### config.mk
export PLATFORM = sky130hd
export DESIGN_NAME = cosine_sequencer
export DESIGN_NICKNAME = d
export VERILOG_FILES = /design/src/rtl/cosine_sequencer.sv
export SDC_FILE = /design/constraint.sdc
export NUM_CORES = 1
export LEC_CHECK = 0
export ABC_AREA = 1
export CAP_MARGIN = 40
export CORE_UTILIZATION = 43
export CTS_CLUSTER_SIZE = 30
export DETAILED_ROUTE_END_ITERATION = 8
export PLACE_DENSITY = 0.8
export SLEW_MARGIN = 15
export SYNTH_ARGS = -nofsm -noshare
export SYNTH_HDL_FRONTEND = slang
export SYNTH_SLANG_ARGS = --single-unit
### constraint.sdc
create_clock -name clk -period 1.7 [get_ports clk]
set_input_delay 0.51 -clock clk [delete_from_list [all_inputs] [get_ports clk]]
set_output_delay 0.51 -clock clk [all_outputs]
set_load 0.02 [all_outputs]
### src/rtl/cosine_sequencer.sv
// Control FSM for the cosine/distance datapath: drives the datapath state code and operands,
// then returns the captured distance over a valid/ready handshake. Watchdog: COSINE_SEQUENCER_WDOG_EN.
module cosine_sequencer #(
  parameter int ALERT_CYCLES = 4,
  parameter int MAX_ITER     = 12
) (
  input  logic        clk,
  input  logic        rst,
  input  logic        start_req,
  output logic        start_ack,
  input  logic [15:0] x_in,
  input  logic [15:0] v_in,
  output logic [3:0]  dp_state,
  output logic [15:0] xsig_out,
  output logic [15:0] vsig_out,
  input  logic        dp_stop,
  input  logic        dp_done,
  input  logic [15:0] dp_distance,
  output logic [15:0] distance_out,
  output logic        result_valid,
  input  logic        result_ready,
  output logic        busy,
  output logic        alert,
  output logic        error,
  output logic [2:0]  dbgState,
  output logic [7:0]  dbgIter
);

  // Handshakes: start is accepted on a cycle with start_req & start_ack; a result transfers
  // (and result_valid clears) on a cycle with result_valid & result_ready.

  typedef enum logic [2:0] {
    IDLE, ALERT, START, ACCUM, REMULT, DIST, CAPTURE, ERROR
  } state_t;

  state_t      state, nextState;
  logic [7:0]  alertCnt, iterCnt, alertInc, iterInc;
  logic [15:0] xSig, vSig, distReg;
  logic        validReg, doneSeen, accept;

  assign alertInc  = (alertCnt == 8'hFF) ? alertCnt : alertCnt + 8'd1;
  assign iterInc   = (iterCnt == 8'hFF) ? iterCnt : iterCnt + 8'd1;
  assign start_ack = ((state == IDLE) && !validReg) || (state == ERROR);
  assign accept    = start_req && start_ack;

  always_comb begin
    nextState = state;
    case (state)
      IDLE:    if (accept) nextState = ALERT;
      ALERT:   if (alertCnt >= 8'(ALERT_CYCLES - 1)) nextState = START;
      START:   nextState = ACCUM;
      ACCUM:   nextState = REMULT;
      REMULT: begin
        if (dp_stop) nextState = DIST;
`ifdef COSINE_SEQUENCER_WDOG_EN
        else if (iterInc >= 8'(MAX_ITER)) nextState = ERROR;
`endif
        else nextState = ACCUM;
      end
      DIST:    nextState = CAPTURE;
      CAPTURE: nextState = doneSeen ? IDLE : ERROR;
      ERROR:   if (accept) nextState = ALERT;
      default: nextState = IDLE;
    endcase
  end

  // The result is registered on the DIST exit edge so it is already valid during CAPTURE.
  always_ff @(posedge clk) begin
    if (rst) begin
      state    <= IDLE;
      alertCnt <= 8'd0;
      iterCnt  <= 8'd0;
      xSig     <= 16'd0;
      vSig     <= 16'd0;
      distReg  <= 16'd0;
      validReg <= 1'b0;
      doneSeen <= 1'b0;
    end else begin
      state <= nextState;
      if (validReg && result_ready) validReg <= 1'b0;
      if (accept) begin
        xSig     <= x_in;
        vSig     <= v_in;
        alertCnt <= 8'd0;
        iterCnt  <= 8'd0;
        doneSeen <= 1'b0;
      end
      if (state == ALERT) alertCnt <= alertInc;
      if (state == REMULT) iterCnt <= iterInc;
      if (state == DIST) begin
        doneSeen <= dp_done;
        if (dp_done) begin
          distReg  <= dp_distance;
          validReg <= 1'b1;
        end
      end
    end
  end

  always_comb begin
    dp_state = 4'd0;
    case (state)
      ALERT:   dp_state = 4'd1;
      START:   dp_state = 4'd2;
      ACCUM:   dp_state = 4'd3;
      REMULT:  dp_state = 4'd5;
      DIST:    dp_state = 4'd4;
      default: dp_state = 4'd0;
    endcase
  end

  assign xsig_out     = xSig;
  assign vsig_out     = vSig;
  assign distance_out = distReg;
  assign result_valid = validReg;
  assign busy         = (state != IDLE) && (state != ERROR);
  assign alert        = (state == ALERT);
  assign error        = (state == ERROR);
  assign dbgState     = state;
  assign dbgIter      = iterCnt;

endmodule

==> reports/metrics.sh <==
DIE_Y_MICRONS=84.9
HOLD_PATH.STARTPOINT='distance_out[0]'
DIODES=0
ROOT_BUFFER='clkbuf_8'
FINAL_CELL_AREA_SQ_UM=4690
CAP_VIOLATIONS=0
POSTROUTEANTENNANETS=0
SLEW_VIOL_FINAL=0
SYNTH-EDFF-COUNT=0
GRT_OVERFLOW=0
GRT_FIRST_PASS_WIRELENGTH_MM=13.8
CORE_AREA_SQ_UM=6490
SYN-NUM-NETS=464
WORST-ENDPOINT-ARRIVAL_NS=1.20
SYNTHESIS.YOSYS.WARNINGS=0
YOSYS_REG_BITS=69
VDD.IR_DROP.WORST_V=0.000683
DETAILED_PLACE_HPWL_MM=5.85
PLACEDINSTANCEAREA_SQ_UM=4370
WORSTPATHREQUIRED_NS=1.19
REG2REG_FROM='alertCnt[0]'
CTS.HTREE.LEVELS=3
FLOORPLAN.ROWS=29
REPORT.FINAL.HOLD_VIOL_COUNT=0
SEQ_AREA_FRAC_SYNTH=0.468
PROPORTION_OF_SYNTHESIZED_FLIP_FLOPS_HAVING_ASYNCHRONOUS_SET_OR_RESET=0
FINALWORSTPATHREQUIREDPERIOD_NS=1.71
CLOCK_LATENCY_ON_THE_WORST_SKEW_PAIR_NS=0.35
FINALCLOCKSKEW_NS=0.00636
YOSYS_MOST_USED_DFF='dfxtp_1'
FINALSETUPTNS_NS=-0.0273
AREAGROWTHSYNTHTOFINISH_PCT=58.7
TIMING.CRITICAL_PATH.TO_TYPE='output port'
RSZ0062_AT_GRT='yes'
STARTPOINT='dbgState[1]'
LAYOUT.NETS=607
CLK_PIN_SLEW_WORST_PATHS_NS=0.07
CTS_NUM_SINKS=69
SYNTHDOMINANTCELLAREASHARE=0.468
OUTCOME='finished with violations'
CLOCKBUFFERDEPTH=2
GRT_START_MAX_NET_PINS=40
POST_SYNTH_MOST_FREQUENT_CELLS='nor2_1, dfxtp_1, nand2_1, o21ai_0, nand3_1'
REPORT.FINAL.SETUP_VIOL=3
VIA_PER_INST=5.08
DIE_OUTLINE_WIDTH_MICRONS=84.9
PLACEDCELLCOUNT=610
CTS_TREE='built'
YOSYSMOSTFREQUENTCELL='nor2_1'
DIE-AREA_SQ_UM=7200
ROUTED_WIRE_LENGTH_MM=8.27
YOSYS.CELL_TYPES.COUNT=29
DRCVIOLATIONCOUNT=14
TRACK_USAGE=0.241
CTS_HOLD_BUFFERS=0
FAILING_CHECKS='design-rule violations, negative setup slack'
FIRSTDRTPASSITERS=7
UTILIZATION=0.722
DRIVE_GT1_FRAC=0.176
SYNTH.AVG_CELL_AREA_SQ_UM=7.24
WIRE_PER_INST_MICRONS=13.1
TOTAL_LEAKAGE_POWER_nW=2.16
INITIALDRTVIOLATIONCOUNT=121
CRIT_PATH_START_KIND='flip-flop'
POST_SYNTH_MAIN_AREA_CONTRIBUTORS='dfxtp_1, nor2_1, nand2_1, o21ai_0, nand3_1'
HOLD_PATH.CLASS='reg -> reg'
SYNTHCELLS=408
PLACEMENT.IO_BUFFERS=120
TIMING.CRITICAL_PATH.FANOUT_MAX=5
VIA_COUNT=3216
INSTANCES_NO_FILL=633
TIMING.FINAL.WS_SETUP_NS=-0.0133
GP_CONGESTION=0.938
MIN_PERIOD_OVER_PERIOD=1.01
POWER.DENSITY_CELL_AREA_nW_PER_UM2=1460
INITIAL_CORE_UTIL=0.455
TIMING.FMAX_MHz=584
ANTENNA_FOUND_INITIAL=0
SYNTH_AREA_LEADER_CELL='dfxtp_1'
CTS_MADE_BUFFERS=9
IOPINCOUNT=122
GRT_PASS1_VIAS=3078
MAPPEDNETLISTAREA_SQ_UM=2950
WORSTSETUPPATHTYPE='reg -> out'
==> power breakdown <==
group	switching (mW)	internal, mW
clock network	0.640	0.981
registers	0.234	1.96
logic	1.77	1.27
==> logic make-up (layout without fill, tap and decap cells) <==
logic type      Yosys count  count (layout)  share of synthesized area
compound gates           81              81                      0.143
xor+xnor                  1               1                    0.00297
fa+ha+maj                 2               2                    0.00847
buf+inv                  53             201                     0.0809
flops                    69              69                      0.468
other cells               1               1                    0.00127
simple gates            201             201                      0.296
==> metal layers <==
metal | track usage | up-vias | routed length, microns
met5 | 0 | - | 0
met3 | 0.0730 | 11 | 777
li1 | - | 1614 | -
met1 | 0.280 | 1456 | 3440
met4 | 0.100 | 0 | 102
met2 | 0.415 | 135 | 3950
==> cell usage in the layout, fill, tap and decap left out, drive strengths merged <==
cell type / instances
o21bai: 1
o21ai: 46
inv: 33
clkdlybuf4s50: 53
clkbuf: 9
ha: 2
dfxtp: 69
clkdlybuf4s15: 1
dlygate4sd2: 56
nor3: 2
clkinvlp: 1
xor2: 1
nand4: 5
nand3: 38
bufinv: 3
a21oi: 33
o211ai: 1
conb: 1
nor2: 83
and3: 1
nand2: 69
buf: 42
nand3b: 1
or2: 2
clkinv: 3
==> sequential cells by signal, summed over array words and instances (netlist names) <==
register,cells
dbgIter,8
result_valid,1
vsig_out,16
distance_out,16
dbgState,3
doneSeen,1
alertCnt,8
xsig_out,16
==> through the flow <==
step                setup WS [ns]  hold WS, ns  total power, mW
finish                    -0.0133        0.461             6.86
global route              -0.0607        0.478             7.26
CTS                       -0.0297        0.462             6.71
detailed placement         -0.206        0.455             5.17
global placement           -0.160        0.447             5.09
floorplan                  0.0335        0.450             3.80
==> final timing paths <==
| kind | end | slack [ns] | cells past startpoint |
|---|---|---|---|
| setup reg to reg | alertCnt[2] | 0.12 | 8 |
| hold reg to reg | distance_out[0] | 0.46 | 2 |
| setup / recovery | dp_state[1] | -0.01 | 4 |
| hold / removal | distance_out[0] | 0.46 | 2 |
==> cell type report <==
class	count	area, sq um
Multi-Input combinational cell	286	1390
Clock inverter	7	124
Sequential cell	69	1390
Clock buffer	9	124
Inverter	33	134
Tap cell	77	96.3
Timing Repair Buffer	152	1430
Fill cell	526	1810
==> worst max-delay path: stages (launching register included) <==
cell     delay (ns)
dfxtp_4        0.40
inv_4          0.04
buf_4          0.14
o21ai_2        0.14
buf_6          0.14
==> timing repair <==
item	in CTS	in global routing
resized for setup	116	24
setup buffers	4	3
endpoints found under the hold margin	0	0
pin swaps	2	6
setup endpoints to repair	66	11
(Power assumes the default switching activity.)
